==> src/rtl/des_pkg.sv <==
// Shared DES S-box constants: the eight substitution tables, box count and serial FSM states.
package des_pkg;

    localparam int unsigned NUM_BOXES = 8;
    localparam int unsigned BOX_IDX_W = 3;
    localparam int unsigned GRP_W     = 6;
    localparam int unsigned RES_W     = 4;
    localparam int unsigned IN_W      = NUM_BOXES * GRP_W;
    localparam int unsigned OUT_W     = NUM_BOXES * RES_W;

    typedef enum logic [1:0] {
        ST_IDLE,
        ST_RUN,
        ST_DONE
    } ser_state_e;

    // One 256-bit word per box; entry row*16+col sits at nibble (63 - entry), row 0 col 0 is the top nibble.
    localparam logic [255:0] SBOX_TAB [NUM_BOXES] = '{
        256'hE4D12FB83A6C5907_0F74E2D1A6CB9538_41E8D62BFC973A50_FC8249175B3EA06D,
        256'hF18E6B34972DC05A_3D47F28EC01A69B5_0E7BA4D158C6932F_D8A13F42B67C05E9,
        256'hA09E63F51DC7B428_D709346A285ECBF1_D6498F30B12C5AE7_1AD069874FE3B52C,
        256'h7DE3069A1285BC4F_D8B56F03472C1AE9_A690CB7DF13E5284_3F06A1D8945BC72E,
        256'h2C417AB6853FD0E9_EB2C47D150FA3986_421BAD78F9C5630E_B8C71E2D6F09A453,
        256'hC1AF92680D34E75B_AF427C9561DE0B38_9EF528C3704A1DB6_432C95FABE17608D,
        256'h4B2EF08D3C975A61_D0B7491AE35C2F86_14BDC37EAF680592_6BD814A7950FE23C,
        256'hD2846FB1A93E50C7_1FD8A374C56B0E92_7B419CE206ADF358_21E74A8DFC90356B
    };

    function automatic logic [RES_W-1:0] sbox_entry(input logic [BOX_IDX_W-1:0] box,
                                                    input logic [GRP_W-1:0]     idx);
        return SBOX_TAB[box][8'(8'd252 - {idx, 2'b00}) +: RES_W];
    endfunction

endpackage

==> src/rtl/des_sbox_lut.sv <==
// Combinational single S-box lookup: box index plus 6-bit group to 4-bit substitution.
module des_sbox_lut
    import des_pkg::*;
(
    input  logic [BOX_IDX_W-1:0] box_i,
    input  logic [GRP_W-1:0]     grp_i,
    output logic [RES_W-1:0]     res_o
);

    logic [GRP_W-1:0] idx;

    // Row is the outer bit pair, column the inner four bits.
    assign idx   = {grp_i[5], grp_i[0], grp_i[4:1]};
    assign res_o = sbox_entry(box_i, idx);

endmodule

==> src/rtl/des_sbox_unit.sv <==
// Handshaked DES S-box stage (S1..S8), either fully parallel or one shared lookup per cycle.
module des_sbox_unit
    import des_pkg::*;
#(
    parameter bit          SERIAL = 1'b0,
    parameter int unsigned TAG_W  = 4
) (
    input  logic             clk,
    input  logic             rst_n,
    input  logic             in_valid_i,
    output logic             in_ready_o,
    input  logic [IN_W-1:0]  in_data_i,
    input  logic [TAG_W-1:0] in_tag_i,
    output logic             out_valid_o,
    input  logic             out_ready_i,
    output logic [OUT_W-1:0] out_data_o,
    output logic [TAG_W-1:0] out_tag_o,
    output logic             busy_o
);

    if (!SERIAL) begin : g_par
        logic [OUT_W-1:0] lut_res;
        logic [OUT_W-1:0] data_q, data_d;
        logic [TAG_W-1:0] tag_q, tag_d;
        logic             valid_q, valid_d;
        logic             accept;

        for (genvar g = 0; g < NUM_BOXES; g++) begin : g_lut
            des_sbox_lut u_lut (
                .box_i (BOX_IDX_W'(g)),
                .grp_i (in_data_i[IN_W-1-GRP_W*g -: GRP_W]),
                .res_o (lut_res[OUT_W-1-RES_W*g -: RES_W])
            );
        end

        assign accept = in_valid_i && in_ready_o;

        always_comb begin
            data_d  = data_q;
            tag_d   = tag_q;
            valid_d = valid_q;
            if (accept) begin
                data_d  = lut_res;
                tag_d   = in_tag_i;
                valid_d = 1'b1;
            end else if (out_ready_i) begin
                valid_d = 1'b0;
            end
        end

        always_ff @(posedge clk or negedge rst_n) begin
            if (!rst_n) begin
                data_q  <= '0;
                tag_q   <= '0;
                valid_q <= 1'b0;
            end else begin
                data_q  <= data_d;
                tag_q   <= tag_d;
                valid_q <= valid_d;
            end
        end

        assign in_ready_o  = !valid_q || out_ready_i;
        assign out_valid_o = valid_q;
        assign out_data_o  = data_q;
        assign out_tag_o   = tag_q;
        assign busy_o      = 1'b0;
    end else begin : g_ser
        ser_state_e           state_q, state_d;
        logic [BOX_IDX_W-1:0] cnt_q, cnt_d;
        logic [IN_W-1:0]      shreg_q, shreg_d;
        logic [OUT_W-1:0]     acc_q, acc_d;
        logic [TAG_W-1:0]     tag_q, tag_d;
        logic                 valid_q, valid_d;
        logic                 busy_q, busy_d;
        logic [RES_W-1:0]     lut_res;

        des_sbox_lut u_lut (
            .box_i (cnt_q),
            .grp_i (shreg_q[IN_W-1 -: GRP_W]),
            .res_o (lut_res)
        );

        always_ff @(posedge clk or negedge rst_n) begin
            if (!rst_n) begin
                state_q <= ST_IDLE;
                cnt_q   <= '0;
                shreg_q <= '0;
                acc_q   <= '0;
                tag_q   <= '0;
                valid_q <= 1'b0;
                busy_q  <= 1'b0;
            end else begin
                state_q <= state_d;
                cnt_q   <= cnt_d;
                shreg_q <= shreg_d;
                acc_q   <= acc_d;
                tag_q   <= tag_d;
                valid_q <= valid_d;
                busy_q  <= busy_d;
            end
        end

        always_comb begin
            state_d = state_q;
            case (state_q)
                ST_IDLE: if (in_valid_i) state_d = ST_RUN;
                ST_RUN:  if (cnt_q == BOX_IDX_W'(NUM_BOXES - 1)) state_d = ST_DONE;
                ST_DONE: if (out_ready_i) state_d = ST_IDLE;
                default: state_d = ST_IDLE;
            endcase
        end

        // Datapath and registered outputs; S1 enters the accumulator first and ends at the top.
        always_comb begin
            cnt_d   = cnt_q;
            shreg_d = shreg_q;
            acc_d   = acc_q;
            tag_d   = tag_q;
            valid_d = valid_q;
            busy_d  = busy_q;
            case (state_q)
                ST_IDLE: begin
                    if (in_valid_i) begin
                        shreg_d = in_data_i;
                        tag_d   = in_tag_i;
                        cnt_d   = '0;
                        busy_d  = 1'b1;
                    end
                end
                ST_RUN: begin
                    acc_d   = {acc_q[OUT_W-RES_W-1:0], lut_res};
                    shreg_d = {shreg_q[IN_W-GRP_W-1:0], GRP_W'(0)};
                    if (cnt_q == BOX_IDX_W'(NUM_BOXES - 1)) begin
                        valid_d = 1'b1;
                        busy_d  = 1'b0;
                    end else begin
                        cnt_d = cnt_q + BOX_IDX_W'(1);
                    end
                end
                ST_DONE: begin
                    if (out_ready_i) valid_d = 1'b0;
                end
                default: ;
            endcase
        end

        assign in_ready_o  = (state_q == ST_IDLE);
        assign out_valid_o = valid_q;
        assign out_data_o  = acc_q;
        assign out_tag_o   = tag_q;
        assign busy_o      = busy_q;
    end

endmodule

==> config.mk <==
export PLATFORM = sky130hd
export DESIGN_NAME = des_sbox_unit
export DESIGN_NICKNAME = d
export VERILOG_FILES = /design/src/rtl/des_pkg.sv /design/src/rtl/des_sbox_lut.sv /design/src/rtl/des_sbox_unit.sv
export SDC_FILE = /design/constraint.sdc
export NUM_CORES = 1
export LEC_CHECK = 0
export BUFFER_PORTS_ARGS = -buffer_cell sky130_fd_sc_hd__clkbuf_2
export CAP_MARGIN = 20
export CORE_MARGIN = 4
export CORE_UTILIZATION = 46
export CTS_CLUSTER_DIAMETER = 100
export DETAILED_ROUTE_END_ITERATION = 7
export PLACE_DENSITY = 0.67
export SYNTH_ARGS = -nofsm -noshare
export SYNTH_HDL_FRONTEND = slang
export SYNTH_SLANG_ARGS = --single-unit
==> constraint.sdc <==
create_clock -name clk -period 1.3 [get_ports clk]
set_input_delay 0.195 -clock clk [delete_from_list [all_inputs] [get_ports clk]]
set_output_delay 0.195 -clock clk [all_outputs]
set_load 0.03 [all_outputs]
---- Yosys cells after proc, flatten, opt, wreduce, memory -nomap -nowiden ----
Cells that the tools add are included.
operators by class
  $add $sub $neg .......................... 8
  shifts and indexed selects .............. 8
  mux-type cells .......................... 2
  reductions and logical operators ........ 4
operators by type and width
  kind                                                                          number
  256-bit by 9-bit indexed part select with 4-bit output, first input constant  8
  8-bit subtractor, first input constant                                        8
  1-bit 2-to-1 mux                                                              2
  2-bit nonzero test                                                            1
  1-bit logical AND                                                             1
  1-bit zero test                                                               1
  1-bit logical OR                                                              1
storage, ports and cells
  register bits ........................... 37
  input bits .............................. 56
  output and inout port bits .............. 39
  logic and storage cells ................. 25

---- Longest topological paths before layout ----
Gate-level depths: netlist of run 1.
  depth after elaboration ................. 4
  gate-level depth with buffers ........... 9
  gate-level depth less buffers ........... 7

---- Hierarchy ----
A second synthesis of run 1 with hierarchy kept.
unflattened totals
  cell total of the unflattened synthesis .. 4386
  area, all modules ....................... 29080.4 µm²
modules (own cells, without submodules)
  module         instances  cells an instance  area each (µm²)
  des_sbox_lut   8          538                3444.6
  des_sbox_unit  1          82                 1524.0

---- Worst setup path after synthesis of run 1 ----
No wires, ideal clock.
  kind .................................... input-to-reg
  start point ............................. input in_data_i[31]
  end point ............................... register g_par.data_q[23] (netlist: out_data_o[23])
  arrival time ............................ 1813 ps
  data required time ...................... 1164 ps
  setup slack ............................. -649 ps
  stages on the path ...................... 9
  buffers on the path ..................... 2
  path through ............................ clkbuf_1 > inv_1 > ha_1 > buf_2 > nand2_1 > o21ai_0 > mux4_2 > o22ai_1 > o21ai_0
between the ends
  cells in the longest elaborated chain, start to end .. 2
ends and longest elaborated chain
  what                                                    line                 source
  start, declared                                         des_sbox_unit.sv:12  input logic [IN_W-1:0] in_data_i,
  8-bit subtractor                                        des_pkg.sv:31        return SBOX_TAB[box][8'(8'd252 - {idx, 2'b00}) +: RES_W];
  256-bit by 9-bit indexed part select with 4-bit output  des_pkg.sv:31
  end signal, assigned                                    des_sbox_unit.sv:57  data_q <= data_d;
  end, declared                                           des_sbox_unit.sv:23  logic [OUT_W-1:0] data_q, data_d;
Every way passes these cells.
A chain may end at the register's enable or synchronous reset.

---- Worst setup path after layout of run 1 ----
  start point ............................. input in_data_i[19]
  end point ............................... register g_par.data_q[13] (netlist: out_data_o[13])
Same word-level chain as after synthesis.

==> results.rst, run 1 <==
.. list-table::
   :header-rows: 1

   * - Metric
     - Value
   * - Clock buffer depth
     - 2
   * - Number of vias per cell after detailed routing
     - about 5.9
   * - CTS Buf Count
     - 5
   * - Initial antenna violation count
     - 0
   * - Leakage Power
     - around 4.2 nW
   * - Port-buffer cells
     - 93
   * - Clock period minus worst slack
     - 1510 ps
   * - Final setup viols
     - 27
   * - Cell Int Power
     - 3.81 mW
   * - Source of the worst hold timing path
     - in_tag_i[0]
   * - Cell count after synthesis
     - 806
   * - Power density of the placed cells
     - approximately 700 nW/um2
   * - Max frequency
     - 662 MHz
   * - Die Y
     - approximately 120 um
   * - Switching fraction of total power
     - 0.424
   * - Clk network pwr share
     - 0.189
   * - Mapped cell area
     - 6080 um2
   * - Type of element launching the critical path
     - input port
   * - Area Overhead vs Synth
     - 56.2%
   * - Data arrival at the endpoint of the critical path
     - 1740 ps
   * - Horiz. Die Dim
     - 123 um
   * - Setup skew after layout
     - 4.81 ps
   * - Largest net degree at the start of global routing
     - 38
   * - Dominant synthesized flop cell
     - sky130_fd_sc_hd__dfrtp_1
   * - Critical R2R Launch
     - out_valid_o$_DFFE_PN0P_
   * - Initial cell density of the core
     - 0.476
   * - Synthesized Nets
     - about 930
   * - Count of different cell masters after synthesis
     - 66
   * - Final count of pins violating max slew
     - 0
   * - CP endpoint kind
     - flop
   * - Endpoint of the worst register-to-register path
     - out_data_o[22]$_DFFE_PN0P_
   * - CTS tree
     - built
   * - Post-synthesis average cell area
     - 7.55 um2
   * - Net Switching
     - 2.80 mW
   * - Share of power burned in registers
     - 0.229
   * - Maximum vdd ir drop
     - 0.555 mV
   * - Tcrit/Tclk final
     - 1.16
   * - Antenna diodes
     - 0
   * - Layout Cell Area excl Fill
     - 9500 um2
   * - Max-cap violations
     - 0
   * - Via Count
     - 7247
   * - Die area
     - 15100 um2
   * - Number of antenna-violating nets in the routed design
     - 0
   * - Critical path start-end classification
     - input port to flop
   * - Number of ports placed on the die boundary
     - 95
   * - Number of instances in the placed design
     - 1183
   * - Hold path depth
     - 3
   * - Setup repair after global routing missed its margin
     - yes
   * - Remaining routing DRC violations
     - 0
   * - Clock sink count
     - 37
   * - Dpl hpwl
     - 14.3 mm
   * - Violations in the final reports
     - negative setup slack
   * - Total routed wirelength
     - 21.0 mm
   * - Outcome
     - complete, but fails checks
   * - H-tree lvl count
     - 2
   * - Fillers
     - 899
   * - Clock edge transition at the registers on the reported setup and hold paths
     - approximately 60 ps
   * - Post-synth EDFFs
     - 0
   * - Power share of the combinational group
     - 0.582
   * - Fin worst setup slack
     - -212 ps
   * - Residual overflow from global routing
     - 0
   * - Share of post-route cells with drive strength above 1
     - 0.455
   * - Worst-Skew Late Latency
     - 290 ps
   * - Cell count of the worst reg-to-reg path
     - 5
   * - Global-route wire length before repair
     - about 33 mm
   * - Total number of yosys warnings
     - 0
   * - Critical Path RT
     - 1530 ps
   * - Root Buffer
     - sky130_fd_sc_hd__clkbuf_16
   * - Site Rows
     - 41
   * - Final routed wire length divided by cell count
     - around 17 um
   * - Vias in the first global route
     - ~7k
   * - Worst Hold Endpoint
     - out_tag_o[0]$_DFFE_PN0P_
   * - Share of flip-flops with an asynchronous set or reset after synthesis
     - 1.00
   * - Net count, final
     - 1173
   * - Initial drt markers
     - between 600 and 700
   * - Number of detailed-routing iterations run before antenna repair
     - 5
   * - Seq/Total Area, Yosys
     - 0.152
   * - Largest fanout on the critical path
     - 7
   * - Final instance count without filler cells
     - 1226
   * - Tot GR Track Use
     - 0.262
   * - Path class of the lowest-slack min-delay path
     - input port to flop
   * - Final Hold Violating Endpoints
     - 0
   * - Area of the core region
     - 12800 um2
   * - Routability congestion estimate
     - 0.949
   * - Cell Area, Placed
     - 8240 um2
   * - Post-synthesis sequential element count
     - 37
   * - Setup slack of the most critical reg-to-reg path
     - -120 ps
[worst max-delay path by stage]
| stage | start | endpoint | slack (ps) |
|---|---|---|---|
| after global routing | in_data_i[19] | out_data_o[13]$_DFFE_PN0P_ | -250 |
| after CTS | in_data_i[44] | out_data_o[29]$_DFFE_PN0P_ | -160 |
| after global placement | in_data_i[44] | out_data_o[29]$_DFFE_PN0P_ | -490 |
| after floorplan | in_data_i[31] | out_data_o[23]$_DFFE_PN0P_ | -320 |
| final | in_data_i[19] | out_data_o[13]$_DFFE_PN0P_ | -210 |
| after detailed placement | in_data_i[44] | out_data_o[29]$_DFFE_PN0P_ | -550 |
[cells in the mapped netlist, types with 5 or more instances]
library cell	n	area, um2
sky130_fd_sc_hd__nand3_1	9	45.0
sky130_fd_sc_hd__nor3b_1	7	52.6
sky130_fd_sc_hd__nor2b_1	20	125
sky130_fd_sc_hd__o311ai_0	8	70.1
sky130_fd_sc_hd__a31oi_1	14	87.6
sky130_fd_sc_hd__clkbuf_1	22	82.6
sky130_fd_sc_hd__buf_2	47	235
sky130_fd_sc_hd__mux4_2	11	248
sky130_fd_sc_hd__a31o_2	5	43.8
sky130_fd_sc_hd__o22ai_1	7	43.8
sky130_fd_sc_hd__nor3_1	18	90.1
sky130_fd_sc_hd__o21ai_0	54	270
sky130_fd_sc_hd__o31ai_1	11	82.6
sky130_fd_sc_hd__a311oi_1	5	43.8
sky130_fd_sc_hd__mux2i_1	26	260
sky130_fd_sc_hd__a211oi_1	17	128
sky130_fd_sc_hd__a21o_1	5	37.5
sky130_fd_sc_hd__a21oi_1	54	270
sky130_fd_sc_hd__xnor2_1	13	114
sky130_fd_sc_hd__xor2_1	10	87.6
sky130_fd_sc_hd__o2111ai_1	8	70.1
sky130_fd_sc_hd__a211o_1	9	78.8
sky130_fd_sc_hd__o32ai_1	8	70.1
sky130_fd_sc_hd__nand2b_1	25	156
sky130_fd_sc_hd__o221ai_1	5	43.8
sky130_fd_sc_hd__o211ai_1	18	135
sky130_fd_sc_hd__nand3b_1	6	45.0
sky130_fd_sc_hd__nand2_1	82	308
sky130_fd_sc_hd__ha_1	64	801
sky130_fd_sc_hd__inv_1	41	154
sky130_fd_sc_hd__dfrtp_1	37	926
sky130_fd_sc_hd__nor2_1	68	255
[area by class of cell]
| cell class | instances | area [um2] | area share |
|---|---|---|---|
| clock inverters | 3 | 17.5 | 0.00184 |
| flip-flops and latches | 37 | 927 | 0.0976 |
| repair buffers | 316 | 2550 | 0.269 |
| inverters | 41 | 225 | 0.0237 |
| multi-input cells | 652 | 5440 | 0.573 |
| clock buffers | 5 | 125 | 0.0132 |
| well taps | 172 | 215 | 0.0227 |
[power groups by stage]
stage                     registers, mW  logic, mW  clock network (mW)
after floorplan                    1.89       1.66                   0
after global placement             1.51       3.16                   0
after detailed placement           1.51       3.24                   0
after CTS                          1.50       3.53                1.26
after global routing               1.53       4.13                1.31
final                              1.51       3.85                1.25
[cell families after synthesis]
family                     share of synthesized area
other                                       0.000617
and+or+nand+nor                                0.192
adders and majority gates                      0.132
xor gates and xnor gates                      0.0331
AOI/OAI and AO/OA                              0.309
buffers and inverters                         0.0858
muxes                                         0.0959
DFF                                            0.152
[worst max-delay path, cell delays in order]
cell	delay (ps)
sky130_fd_sc_hd__buf_8	80
sky130_fd_sc_hd__clkinvlp_4	150
sky130_fd_sc_hd__ha_4	340
sky130_fd_sc_hd__buf_4	110
sky130_fd_sc_hd__buf_6	120
sky130_fd_sc_hd__o22ai_1	70
sky130_fd_sc_hd__a21o_1	160
sky130_fd_sc_hd__a311oi_1	310
sky130_fd_sc_hd__a22o_1	190
[metrics by stage]
stage / setup slack (ps) / utilization / power [mW] / hold WS (ps) / TNS [ps]
final: -212 / 0.744 / 6.61 / 96.5 / -2300
after global routing: -247 / 0.744 / 6.97 / 112 / -4030
after CTS: -160 / 0.703 / 6.28 / 94.4 / -1720
after detailed placement: -548 / 0.645 / 4.76 / 198 / -12390
after global placement: -492 / 0.645 / 4.66 / 193 / -11140
after floorplan: -317 / - / 3.55 / -101 / -5640
[flip-flops by register name, indices dropped and copies added (netlist names)]
register and count:
out_valid_o 1, out_tag_o 4, out_data_o 32
[cells in the final DEF (no fill, tap or decap), drive strengths merged, types with 4 or more instances in the layout]
cell,count
a211o,9
a211oi,17
a21o,5
a21oi,54
a221o,4
a311oi,5
a31o,5
a31oi,14
buf,235
clkbuf,85
clkinvlp,10
dfrtp,37
ha,64
inv,32
mux2i,26
mux4,13
nand2,82
nand2b,25
nand3,9
nand3b,6
nor2,68
nor2b,20
nor3,18
nor3b,7
o2111ai,8
o211ai,18
o21a,4
o21ai,54
o221ai,5
o22ai,7
o311ai,8
o31ai,11
o32ai,8
o41ai,4
xnor2,13
xor2,10
[metal layers]
layer,share of wire,up-vias,track usage
li1,-,3458,-
met1,0.42,3430,0.333
met2,0.50,304,0.460
met3,0.062,55,0.0448
met4,0.021,0,0.0671
met5,0,-,0
[timing repair]
action                                  in CTS  in global routing
setup buffers                               17                 15
resized for setup                           87                128
pin swaps                                   41                 66
hold buffers                                 1                  0
endpoints found under the hold margin       37                  0
cloned                                       3                  0
endpoints found under the setup margin      31                 33
Power figures use the tool's default switching activity.
==> run 2: changes to the inputs <==
--- a/config.mk
+++ b/config.mk
@@ -11,7 +11,7 @@
 export CORE_UTILIZATION = 46
 export CTS_CLUSTER_DIAMETER = 100
 export DETAILED_ROUTE_END_ITERATION = 7
-export PLACE_DENSITY = 0.67
+export PLACE_DENSITY = 0.65
 export SYNTH_ARGS = -nofsm -noshare
 export SYNTH_HDL_FRONTEND = slang
 export SYNTH_SLANG_ARGS = --single-unit
==> constraint.sdc (replaced) <==
create_clock -name clk -period 1.8 [get_ports clk]
set_input_delay 0.27 -clock clk [delete_from_list [all_inputs] [get_ports clk]]
set_output_delay 0.27 -clock clk [all_outputs]
set_load 0.03 [all_outputs]
==> results.rst, run 2 (synthesis results as in run 1) <==
.. list-table::
   :header-rows: 1

   * - Metric
     - Value
   * - Outcome
     - finished clean
   * - Worst-Skew Late Latency
     - 290 ps
   * - Clock period minus worst slack
     - 1640 ps
   * - Clock buffer depth
     - 2
   * - Setup repair after global routing missed its margin
     - no
   * - Layout Cell Area excl Fill
     - 7320 um2
   * - Number of detailed-routing iterations run before antenna repair
     - 5
   * - Total design power
     - 4.04 mW
   * - Path class of the lowest-slack min-delay path
     - input port to flop
   * - Residual overflow from global routing
     - 0
   * - Critical Path RT
     - 1990 ps
   * - Die Y
     - 123 um
   * - Most common cell after layout, fill and taps aside
     - sky130_fd_sc_hd__clkbuf_2
   * - Maximum vdd ir drop
     - 0.336 mV
   * - Largest fanout on the critical path
     - 6
   * - Antenna diodes
     - 0
   * - Leakage Power
     - 3.36 nW
   * - Final instance count without filler cells
     - 1094
   * - Port-buffer cells
     - 93
   * - Area Overhead vs Synth
     - 20.3%
   * - Hold path depth
     - 3
   * - Most frequent cells in the layout
     - sky130_fd_sc_hd__clkbuf_2 (93), sky130_fd_sc_hd__buf_4 (88), sky130_fd_sc_hd__nand2_1 (82), sky130_fd_sc_hd__nor2_1 (68), sky130_fd_sc_hd__ha_1 (61)
   * - Final count of pins violating max slew
     - 0
   * - Via Count
     - 6432
   * - Cell count of the worst reg-to-reg path
     - 5
   * - Setup skew after layout
     - approximately 6 ps
   * - Final setup viols
     - 0
   * - Dpl hpwl
     - ~13 mm
   * - Max-cap violations
     - 0
   * - Transition time at the pin with the least slew margin
     - 485 ps
   * - Number of antenna-violating nets in the routed design
     - 0
   * - Area of the core region
     - 12800 um2
   * - Clock edge transition at the registers on the reported setup and hold paths
     - 60 ps
   * - Worst slew margin relative to its limit
     - 0.668
   * - Post-route worst hold slack
     - 168 ps
   * - Final Hold Violating Endpoints
     - 0
   * - Number of instances in the placed design
     - 1086
   * - Number of vias per cell after detailed routing
     - ~5.9
   * - Critical path start-end classification
     - input port to flop
   * - CTS Buf Count
     - 5
   * - Share of post-route cells with drive strength above 1
     - 0.238
   * - Cells resized by post-CTS repair
     - 0
   * - Initial cell density of the core
     - 0.476
   * - Horiz. Die Dim
     - roughly 120 um
   * - Type of element launching the critical path
     - input port
   * - Vias in the first global route
     - 6013
   * - Area occupied by multi-input gates
     - 4660 um2
   * - Fillers
     - between 1k and 1.5k
   * - Largest net degree at the start of global routing
     - 38
   * - Site Rows
     - 41
   * - Number of ports placed on the die boundary
     - 95
   * - CP endpoint kind
     - flop
   * - H-tree lvl count
     - 2
   * - Fin Setup TNS
     - 0 ps
   * - Initial drt markers
     - about 570
   * - Net count, final
     - 1042
   * - Data arrival at the endpoint of the critical path
     - between 1500 and 2000 ps
   * - Total routed wirelength
     - roughly 17 mm
   * - Die area
     - 15100 um2
   * - Register cell area after layout
     - 926 um2
   * - Clock sink count
     - 37
   * - Tot GR Track Use
     - 0.221
   * - Final routed wire length divided by cell count
     - 15.3 um
   * - Max frequency
     - 611 MHz
   * - Fin worst setup slack
     - roughly 160 ps
   * - Global-route wire length before repair
     - 28.0 mm
   * - Initial antenna violation count
     - 0
   * - Power density of the placed cells
     - roughly 550 nW/um2
   * - Max FFs per register
     - 32
   * - Worst slack at placement
     - -154 ps
   * - Root Buffer
     - sky130_fd_sc_hd__clkbuf_16
   * - Routability congestion estimate
     - 0.922
   * - Final core utilization
     - 0.573
   * - CTS tree
     - built
   * - Tcrit/Tclk final
     - 0.909
   * - Remaining routing DRC violations
     - 0
   * - Cell Area, Placed
     - 7170 um2
[run 2: path summary, 6_finish.rpt]
path	slack (ps)	to	start
min in group asynchronous	490	out_data_o[5]$_DFFE_PN0P_	rst_n
max in group asynchronous	810	out_tag_o[1]$_DFFE_PN0P_	rst_n
max	160	out_data_o[29]$_DFFE_PN0P_	in_data_i[44]
max reg2reg	280	out_data_o[10]$_DFFE_PN0P_	out_valid_o$_DFFE_PN0P_
min reg2reg	470	out_data_o[20]$_DFFE_PN0P_	out_data_o[20]$_DFFE_PN0P_
min	170	out_tag_o[0]$_DFFE_PN0P_	in_tag_i[0]
[run 2: critical path, stage by stage]
cell and delay, ps:
sky130_fd_sc_hd__clkbuf_2 90, sky130_fd_sc_hd__inv_1 180, sky130_fd_sc_hd__ha_2 250, sky130_fd_sc_hd__nor2_1 60, sky130_fd_sc_hd__mux4_2 460, sky130_fd_sc_hd__o221a_2 270, sky130_fd_sc_hd__o31ai_1 240
[run 2: area by class of cell]
type / count / area share
tap: 172 / 0.0294
inverter: 41 / 0.0214
timing repair buffer: 186 / 0.166
multi-input combinational: 651 / 0.637
clock buffer: 7 / 0.0195
sequential: 37 / 0.127
[run 2: where the power goes]
group	switching, mW	leakage (nW)	internal, mW
sequential	0.0983	0.435	0.979
combinational	1.23	2.85	0.831
clock	0.363	0.0700	0.545
total	1.69	3.36	2.35
[run 2: repair_timing]
action	CTS	global route
hold buffers	1	0
setup buffers	0	0
endpoints found under the hold margin	16	0
[run 2: per-layer routing]
metal | up-vias | routed length (um) | GRT usage
met3 | 21 | 797 | 0.0329
met2 | 177 | 8220 | 0.386
met4 | 0 | 210 | 0.0415
met5 | - | 0 | 0
met1 | 3056 | 7530 | 0.292
li1 | 3178 | - | -
